--- src/rtl/light_pwm_driver.sv ---
// Eight-channel 4-bit PWM LED driver fed from a 32-bit lights word; levels latch only at frame boundaries.
// Optional per-frame fade toward the latched target is built when LIGHT_PWM_FADE_EN is defined.
module light_pwm_driver #(
  parameter int PRESCALE_DIV = 16
) (
  input  logic        clock,
  input  logic        resetn,
  input  logic [31:0] level_in,
  input  logic        enable,
  output logic [7:0]  leds_out,
  output logic        frame_tick,
  output logic        busy
);

  localparam int PW = (PRESCALE_DIV > 1) ? $clog2(PRESCALE_DIV) : 1;
  localparam logic [PW-1:0] PRE_LAST  = PW'(PRESCALE_DIV - 1);
  localparam logic [3:0]    STEP_LAST = 4'd14;

  typedef enum logic {IDLE, RUN} state_t;

  state_t        state;
  logic [PW-1:0] prescaler;
  logic [3:0]    pwm_count;
  logic [3:0]    target [8];
  logic [3:0]    active [8];
  logic [7:0]    lit;
  logic          frame_start;

  // Entering RUN is itself a frame start, so levels are never stale on the first frame.
  assign frame_start = enable &&
                       ((state == IDLE) || (prescaler == PRE_LAST && pwm_count == STEP_LAST));
  assign busy = (state == RUN);

`ifdef LIGHT_PWM_FADE_EN
  function automatic logic [3:0] fade_step(input logic [3:0] cur, input logic [3:0] tgt);
    if (cur < tgt)      return cur + 4'd1;
    else if (cur > tgt) return cur - 4'd1;
    else                return cur;
  endfunction
`else
  always_comb begin
    for (int i = 0; i < 8; i++) active[i] = target[i];
  end
`endif

  // Level 15 stays lit for the whole frame because pwm_count tops out at 14.
  // NOTE: every bit of lit is assigned on every pass, so no latch can be inferred.
  always_comb begin
    for (int i = 0; i < 8; i++) lit[i] = (pwm_count < active[i]);
  end

  // NOTE: non-blocking assignments throughout, so every register samples pre-edge values.
  always_ff @(posedge clock or negedge resetn) begin
    if (!resetn) begin
      state      <= IDLE;
      prescaler  <= '0;
      pwm_count  <= '0;
      leds_out   <= '0;
      frame_tick <= 1'b0;
      // NOTE: the level arrays are only 64 flops, so they are reset like any other register.
      for (int i = 0; i < 8; i++) begin
        target[i] <= '0;
`ifdef LIGHT_PWM_FADE_EN
        active[i] <= '0;
`endif
      end
    end else begin
      frame_tick <= frame_start;
      if (frame_start) begin
        for (int i = 0; i < 8; i++) begin
          target[i] <= level_in[4*i +: 4];
`ifdef LIGHT_PWM_FADE_EN
          active[i] <= fade_step(active[i], target[i]);
`endif
        end
      end

      case (state)
        IDLE: begin
          prescaler <= '0;
          pwm_count <= '0;
          leds_out  <= '0;
          if (enable) state <= RUN;
        end
        RUN: begin
          if (!enable) begin
            state     <= IDLE;
            prescaler <= '0;
            pwm_count <= '0;
            leds_out  <= '0;
          end else begin
            leds_out <= lit;
            if (prescaler == PRE_LAST) begin
              prescaler <= '0;
              pwm_count <= (pwm_count == STEP_LAST) ? 4'd0 : pwm_count + 4'd1;
            end else begin
              prescaler <= prescaler + 1'b1;
            end
          end
        end
        default: state <= IDLE;
      endcase
    end
  end

endmodule
--- config.mk ---
export PLATFORM = sky130hd
export DESIGN_NAME = light_pwm_driver
export DESIGN_NICKNAME = d
export VERILOG_FILES = /design/src/rtl/light_pwm_driver.sv
export SDC_FILE = /design/constraint.sdc
export NUM_CORES = 1
export LEC_CHECK = 0
export BUFFER_PORTS_ARGS = -buffer_cell sky130_fd_sc_hd__buf_2
export CAP_MARGIN = 20
export CORE_MARGIN = 1
export CORE_UTILIZATION = 60
export DETAILED_ROUTE_END_ITERATION = 6
export PLACE_DENSITY = 0.83
export SYNTH_ARGS = -nofsm -noshare
export SYNTH_HDL_FRONTEND = slang
export SYNTH_SLANG_ARGS = --single-unit
--- constraint.sdc ---
create_clock -name clock -period 3.77 [get_ports clock]
set_clock_uncertainty 0.15 [all_clocks]
set_input_delay 0.754 -clock clock [delete_from_list [all_inputs] [get_ports clock]]
set_output_delay 0.754 -clock clock [all_outputs]
set_load 0.03 [all_outputs]
==> impl_metrics.toml, run 1 <==
[placed_design]
gp_congestion = 0.744
port_buffers = 44
dpl_worst_slack_ps = 1220
dpl.hpwl_um = 3280

[yosys]
ys_warn_count = 0
netlist_area_sq_um = 2650
avgSynthCellArea_sq_um = 12.6
synth-seq-cells = 50
synth-seq-area-share = 0.473
syn_nets = 272
post_synth_num_cell_types = 27
syn_inst = 210

[setup_path]
worst-path-stages = 5
cp.buffers_inverters = 1
cp_slowest_cell = "dfrtp_1"
cp-start-kind = "flop"
rr_endpoint = "active[9]"
path_class = "reg2reg"
r2r_start = "pwm_count[1]"
ff2ff_setup_slack_ps = 1180
r2r_cells = 5
crit_arrival_ps = 2620
critPathTopFamily = "flip-flops"
critical-path-max-stage-delay_ps = 650
worstPathRequired_ps = 3810
endpoint_kind = "flop"
path_cells = "ha_1 > and3_1 > a31o_2 > buf_12 > mux2_4"
critPathMaxFanout = 18

[timing]
fin_crit_ps = 2590
hold_viol = 0
worst_pin_slew_ps = 634
fmaxAchievable_mhz = 387
slew-limit-headroom = 0.577
rsz0062_at_grt = "no"
setup_ws_ps = 1180
final-setup-viol-count = 0
setup_tns_ps = 0
drv_slew = 0
fin_crit_sh = 0.686
hold_slack_ps = 144

[clocking]
cts_tree = "done"
cts_setup_buffers = 0
ctsHoldBuffers = 0
cts_inserted_buffers = 5
cts_resized = 0
cts-root-buf = "clkbuf_8"
clk_path_buf_depth = 2
cts_num_sinks = 50
clkLatencyLatePin_ps = 300
cts.clk_slew.worst_paths_ps = 80
htreeDepth = 2

[pwr]
combPwrFrac = 0.186
power.share.clock = 0.265
p_int_w = 0.000856
switchingPower_w = 0.000291
vdd_drop_max_v = 0.000265
p_per_area_nw_per_um2 = 386
p_leak_nw = 1.59
p_seq_frac = 0.549
swShare = 0.253

[floorplanning]
die_h_um = 68.4
io-pin-count = 45
die_area_sq_um = 4680
rows = 23
initial_core_util = 0.643
chipWidth_um = 68.4
core_region_area_sq_um = 4120

[route]
via_count = 1658
drc = 0
viasPerCell = 5.42
wirelength_um = 4720
drt_first_pass_iters = 4
drtIter0Drc = 85
routedWlPerCell_um = 15.4
final_antenna_net_count = 0

[layout]
n_antenna_cell = 0
final_util = 0.722
fillers = 291
multi_input_area_sq_um = 1220
ff_latch_area_sq_um = 1250
syn_to_final_growth_pct = 12.3
final_layout_size_suffix_gt1_frac = 0.336
layout.nets = 319

[global_routing]
grtUsageTotal = 0.232
antenna_found_initial = 0
grt_max_degree = 51
grt_pass1_vias = 1663
grt_pass1_wl_um = 7620
grt-ovfl-total = 0

[status]
run_status = "completed"

[min_path]
hold_class = "in2async"

[run]
cap_violations = 0
==> cells in the final DEF, fill, tap and decap left out, types with 6 or more instances in the layout <==
cell type | synthesis | final
nor2_1 | 9 | 9
o21ai_0 | 10 | 10
a211oi_1 | 8 | 8
buf_2 | 0 | 44
clkbuf_8 | 0 | 6
dfrtp_1 | 50 | 50
o21a_1 | 8 | 8
a21oi_1 | 6 | 6
ha_1 | 27 | 27
nand2b_1 | 8 | 8
mux2_4 | 29 | 29
inv_1 | 26 | 26
==> layer usage <==
metal / global-route usage / share of wire
met3: 0.0600 / 0.035
met1: 0.276 / 0.44
met2: 0.380 / 0.49
met4: 0.128 / 0.028
met5: 0 / 0
==> cells in the mapped netlist <==
| cell type | n | area [sq um] |
|---|---|---|
| a211oi_1 | 8 | 60.1 |
| a21oi_1 | 6 | 30.0 |
| a311oi_1 | 1 | 8.76 |
| a31o_1 | 1 | 8.76 |
| a41oi_1 | 1 | 8.76 |
| and3_1 | 2 | 12.5 |
| and3_4 | 1 | 11.3 |
| buf_12 | 3 | 60.1 |
| buf_6 | 1 | 11.3 |
| clkbuf_1 | 2 | 7.51 |
| dfrtp_1 | 50 | 1250 |
| ha_1 | 27 | 338 |
| inv_1 | 26 | 97.6 |
| mux2_2 | 3 | 33.8 |
| mux2_4 | 29 | 435 |
| nand2_1 | 5 | 18.8 |
| nand2b_1 | 8 | 50.1 |
| nand3_1 | 2 | 10.0 |
| nand3b_1 | 1 | 7.51 |
| nand4b_1 | 1 | 8.76 |
| nor2_1 | 9 | 33.8 |
| nor2b_1 | 1 | 6.26 |
| nor3_1 | 1 | 5.00 |
| o21a_1 | 8 | 60.1 |
| o21ai_0 | 10 | 50.1 |
| or3_1 | 2 | 12.5 |
| xnor2_1 | 1 | 8.76 |
==> flip-flops by register name, indices dropped and copies added, names as in the netlist <==
signal      count
leds_out        8
prescaler       4
busy            1
active         32
frame_tick      1
pwm_count       4
==> cell type report <==
type                            instances  share of cell area
Inverter                               26              0.0328
Clock buffer                            6              0.0278
Tap cell                               50              0.0210
Multi-Input combinational cell        128               0.410
Timing Repair Buffer                   46              0.0875
Sequential cell                        50               0.421
==> worst reg2reg max path: stages, from the launching register on <==
cell and delay (ps):
dfrtp_1 650, ha_1 310, and3_1 200, a31o_2 580
buf_12 260, mux2_4 330
==> worst max-delay path by stage <==
stage | endpoint | startpoint
after floorplan | active[0] | pwm_count[0]
after global placement | active[2] | pwm_count[1]
after detailed placement | active[9] | pwm_count[1]
after CTS | active[9] | pwm_count[1]
after global routing | active[7] | pwm_count[1]
final | active[9] | pwm_count[1]
==> power groups by stage <==
stage                     clock, W  combinational, W  sequential (W)
final                     0.000304          0.000214        0.000629
after global routing      0.000336          0.000241        0.000636
after CTS                 0.000311          0.000216        0.000630
after detailed placement         0          0.000217        0.000637
after global placement           0          0.000203        0.000637
after floorplan                  0          0.000147        0.000642
==> stage by stage <==
step	area, sq um	power (W)	std cells
global placement	2870	0.000841	299
floorplan	2650	0.000788	210
detailed placement	2870	0.000854	299
finish	2970	0.00115	306
global route	2970	0.00121	306
CTS	2950	0.00116	305
==> cells by family (layout without fill, tap and decap cells) <==
group	count (synthesis)	after routing	share of synthesized area
buffers and inverters	32	78	0.0667
XOR/XNOR	1	1	0.00331
flip-flops	50	50	0.473
AND/OR/NAND/NOR	33	33	0.0667
AO/OA/AOI/OAI	35	35	0.0856
multiplexers	32	32	0.177
adder cells (fa/ha/maj)	27	27	0.128
Power figures use the tool's default switching activity.
==> run 2: changes to the inputs <==
--- a/config.mk
+++ b/config.mk
@@ -5,12 +5,13 @@
 export SDC_FILE = /design/constraint.sdc
 export NUM_CORES = 1
 export LEC_CHECK = 0
+export ABC_AREA = 1
 export BUFFER_PORTS_ARGS = -buffer_cell sky130_fd_sc_hd__buf_2
 export CAP_MARGIN = 20
 export CORE_MARGIN = 1
-export CORE_UTILIZATION = 60
+export CORE_UTILIZATION = 51
 export DETAILED_ROUTE_END_ITERATION = 6
-export PLACE_DENSITY = 0.83
+export PLACE_DENSITY = 0.75
 export SYNTH_ARGS = -nofsm -noshare
 export SYNTH_HDL_FRONTEND = slang
 export SYNTH_SLANG_ARGS = --single-unit
==> constraint.sdc (replaced) <==
create_clock -name clock -period 2.25 [get_ports clock]
set_clock_uncertainty 0.15 [all_clocks]
set_input_delay 0.45 -clock clock [delete_from_list [all_inputs] [get_ports clock]]
set_output_delay 0.45 -clock clock [all_outputs]
set_load 0.03 [all_outputs]
==> run 2 against run 1 <==
Compared with the run above:
- clock-buffer cell count rose by 2
- via count grew 33%
- global-route usage is 1.2 points lower
- combinational power is 57% higher
- critical path depth is 4 higher
- sequential cell count unchanged
- routed wire length rose by 15%
- clock power up 100%
- setup slack got worse by 820 ps
- die area increased by 19%
- critical endpoint is now active[24]
- largest power group unchanged
- sequential share of layout area down 1.9 points
==> impl_metrics.toml, run 2 <==
[layout]
final_cell_mix = "nand2_1, dfrtp_1, inv_1, nand3_1, buf_2"
reg_top3 = "active x32, leds_out x8"
final_util = 0.614
layout.nets = 444
fillers = 487
layout_commonest_cell = "nand2_1"
syn_to_final_growth_pct = 16.0
final_layout_size_suffix_gt1_frac = 0.170
largest_reg_flops = 32
n_antenna_cell = 0
regMostFlops = "active"

[clocking]
clk_path_buf_depth = 2
cts.clk_slew.worst_paths_ps = 90
cts-root-buf = "clkbuf_8"
clkLatencyLatePin_ps = 300
ctsHoldBuffers = 1
cts_inserted_buffers = 5
cts_resized = 0
cts_tree = "done"
cts_num_sinks = 50
htreeDepth = 2
cts_setup_buffers = 0

[global_routing]
antenna_found_initial = 0
grtUsageTotal = 0.220
grt_pass1_vias = 2098
grt-ovfl-total = 0
grt_max_degree = 34
grt_pass1_wl_um = 9130

[pwr]
vdd_drop_max_v = 0.000377
switchingPower_w = 0.000553
p_seq_frac = 0.520
power.share.clock = 0.310
p_leak_nw = 1.82
combPwrFrac = 0.170
swShare = 0.280
p_int_w = 0.00142
p_per_area_nw_per_um2 = 635

[route]
drtIter0Drc = 111
routedWlPerCell_um = 12.0
drt_first_pass_iters = 4
via_count = 2210
final_antenna_net_count = 0
wirelength_um = 5450
drc = 0
viasPerCell = 4.88

[yosys]
post_synth_num_cell_types = 17
synth_edf_count = 0
syn_nets = 394
synth_top_area_share = 0.466
synthTopCellsByArea = "dfrtp_1, nand2_1, ha_1"
synth-seq-cells = 50
syn_inst = 332
avgSynthCellArea_sq_um = 8.08
netlist_area_sq_um = 2680
async_flop_share = 1.00
synth-seq-area-share = 0.466
synth_top_area_cell = "dfrtp_1"
yosysMostFrequentCell = "nand2_1"
synthFlopType = "dfrtp_1"
ys_warn_count = 0
synthTopCellsByCount = "nand2_1, dfrtp_1, inv_1"

[timing]
fmaxAchievable_mhz = 531
hold_slack_ps = 218
fin_crit_ps = 1880
setup_tns_ps = 0
hold_viol = 0
slew-limit-headroom = 0.658
rsz0062_at_grt = "no"
drv_slew = 0
worst_pin_slew_ps = 513
fin_crit_sh = 0.837
final-setup-viol-count = 0

[floorplanning]
core_region_area_sq_um = 5070
initial_core_util = 0.529
die_h_um = 74.5
die_area_sq_um = 5560
io-pin-count = 45
chipWidth_um = 74.5
rows = 26

[setup_path]
path_cells = "clkinv_1 > ha_1 > inv_1 > nor2_1 > nand2_2 > nand2_4 > nand2_4 > nand2_1 > nand2_1"
endpoint_kind = "flop"
worstPathRequired_ps = 2300
cp-start-kind = "flop"
cp_slowest_cell = "dfrtp_1"
critical-path-max-stage-delay_ps = 420
crit_arrival_ps = 1930
cp.buffers_inverters = 2
critPathTopFamily = "simple AND/OR/NAND/NOR gates"
critPathMaxFanout = 33
path_class = "reg2reg"

[placed_design]
gp_congestion = 0.768
dpl.hpwl_um = 3950
port_buffers = 44

[status]
run_status = "completed"

[run]
cap_violations = 0

[min_path]
hold_class = "in2reg"
run 2: cell count changes after synthesis, moves of 6 or more:
cell / change
nand3_1: +42
a21oi_1: +6
inv_1: +22
nor2_1: +8
nand2b_1: -8
nand2_1: +111
a211oi_1: -8
o21a_1: -7
mux2_4: -29
o21ai_0: -10
run 2: final cells by class:
cell class	instances	area (sq um)	share of cell area
timing repair buffer	54	310	0.0996
clock buffer	8	110	0.0354
sequential	50	1250	0.402
inverter	49	184	0.0591
tap	70	87.6	0.0281
multi-input combinational	222	1170	0.376
run 2: logic make-up (layout without fill, tap and decap cells):
family                   count (synthesis)  in the layout  synth area share
AND/OR/NAND/NOR                        181            181             0.283
buffers and inverters                   60            111            0.0974
flip-flops                              50             50             0.466
adder cells (fa/ha/maj)                 27             27             0.126
AO/OA/AOI/OAI                           14             14            0.0275
run 2: power by group through the flow:
stage	registers [W]	clock network, W	logic [W]
2_1_floorplan	0.00106	0	0.000209
3_3_place_gp	0.00104	0	0.000323
3_5_place_dp	0.00104	0	0.000340
4_1_cts	0.00103	0.000620	0.000343
5_1_grt	0.00104	0.000658	0.000394
6_report	0.00103	0.000612	0.000337
run 2: worst min-delay path, delay by kind of cell:
kind,cells,cell delay (ps)
AND/OR/NAND/NOR,2,120
buffers and inverters,1,70
run 2: path summary, 6_finish.rpt:
| check | from | end | slack [ps] | depth (start not counted) |
|---|---|---|---|---|
| setup / recovery | pwm_count[0] | active[24] | 370 | 9 |
| hold / removal | level_in[12] | active[16] | 220 | 3 |
| setup reg to reg | pwm_count[0] | active[24] | 370 | 9 |
| hold reg to reg | prescaler[0] | prescaler[0] | 320 | 1 |
| max in group asynchronous | resetn | active[24] | 960 | 3 |
| min in group asynchronous | resetn | pwm_count[2] | 490 | 2 |
run 2: layer usage:
layer  wire, um  vias up  global-route usage
met5          0        -                   0
met4         78        0              0.0713
met3        132        7              0.0447
met2       2780       29               0.390
met1       2460     1043               0.268
li1           -     1131                   -
run 2: metrics by stage:
step / setup slack (ps) / total power, W / std cells / area (sq um)
floorplan: 644 / 0.00127 / 332 / 2680
global placement: 492 / 0.00137 / 444 / 2990
detailed placement: 369 / 0.00138 / 444 / 2990
CTS: 353 / 0.00199 / 453 / 3110
global route: 196 / 0.00209 / 453 / 3110
finish: 366 / 0.00198 / 453 / 3110
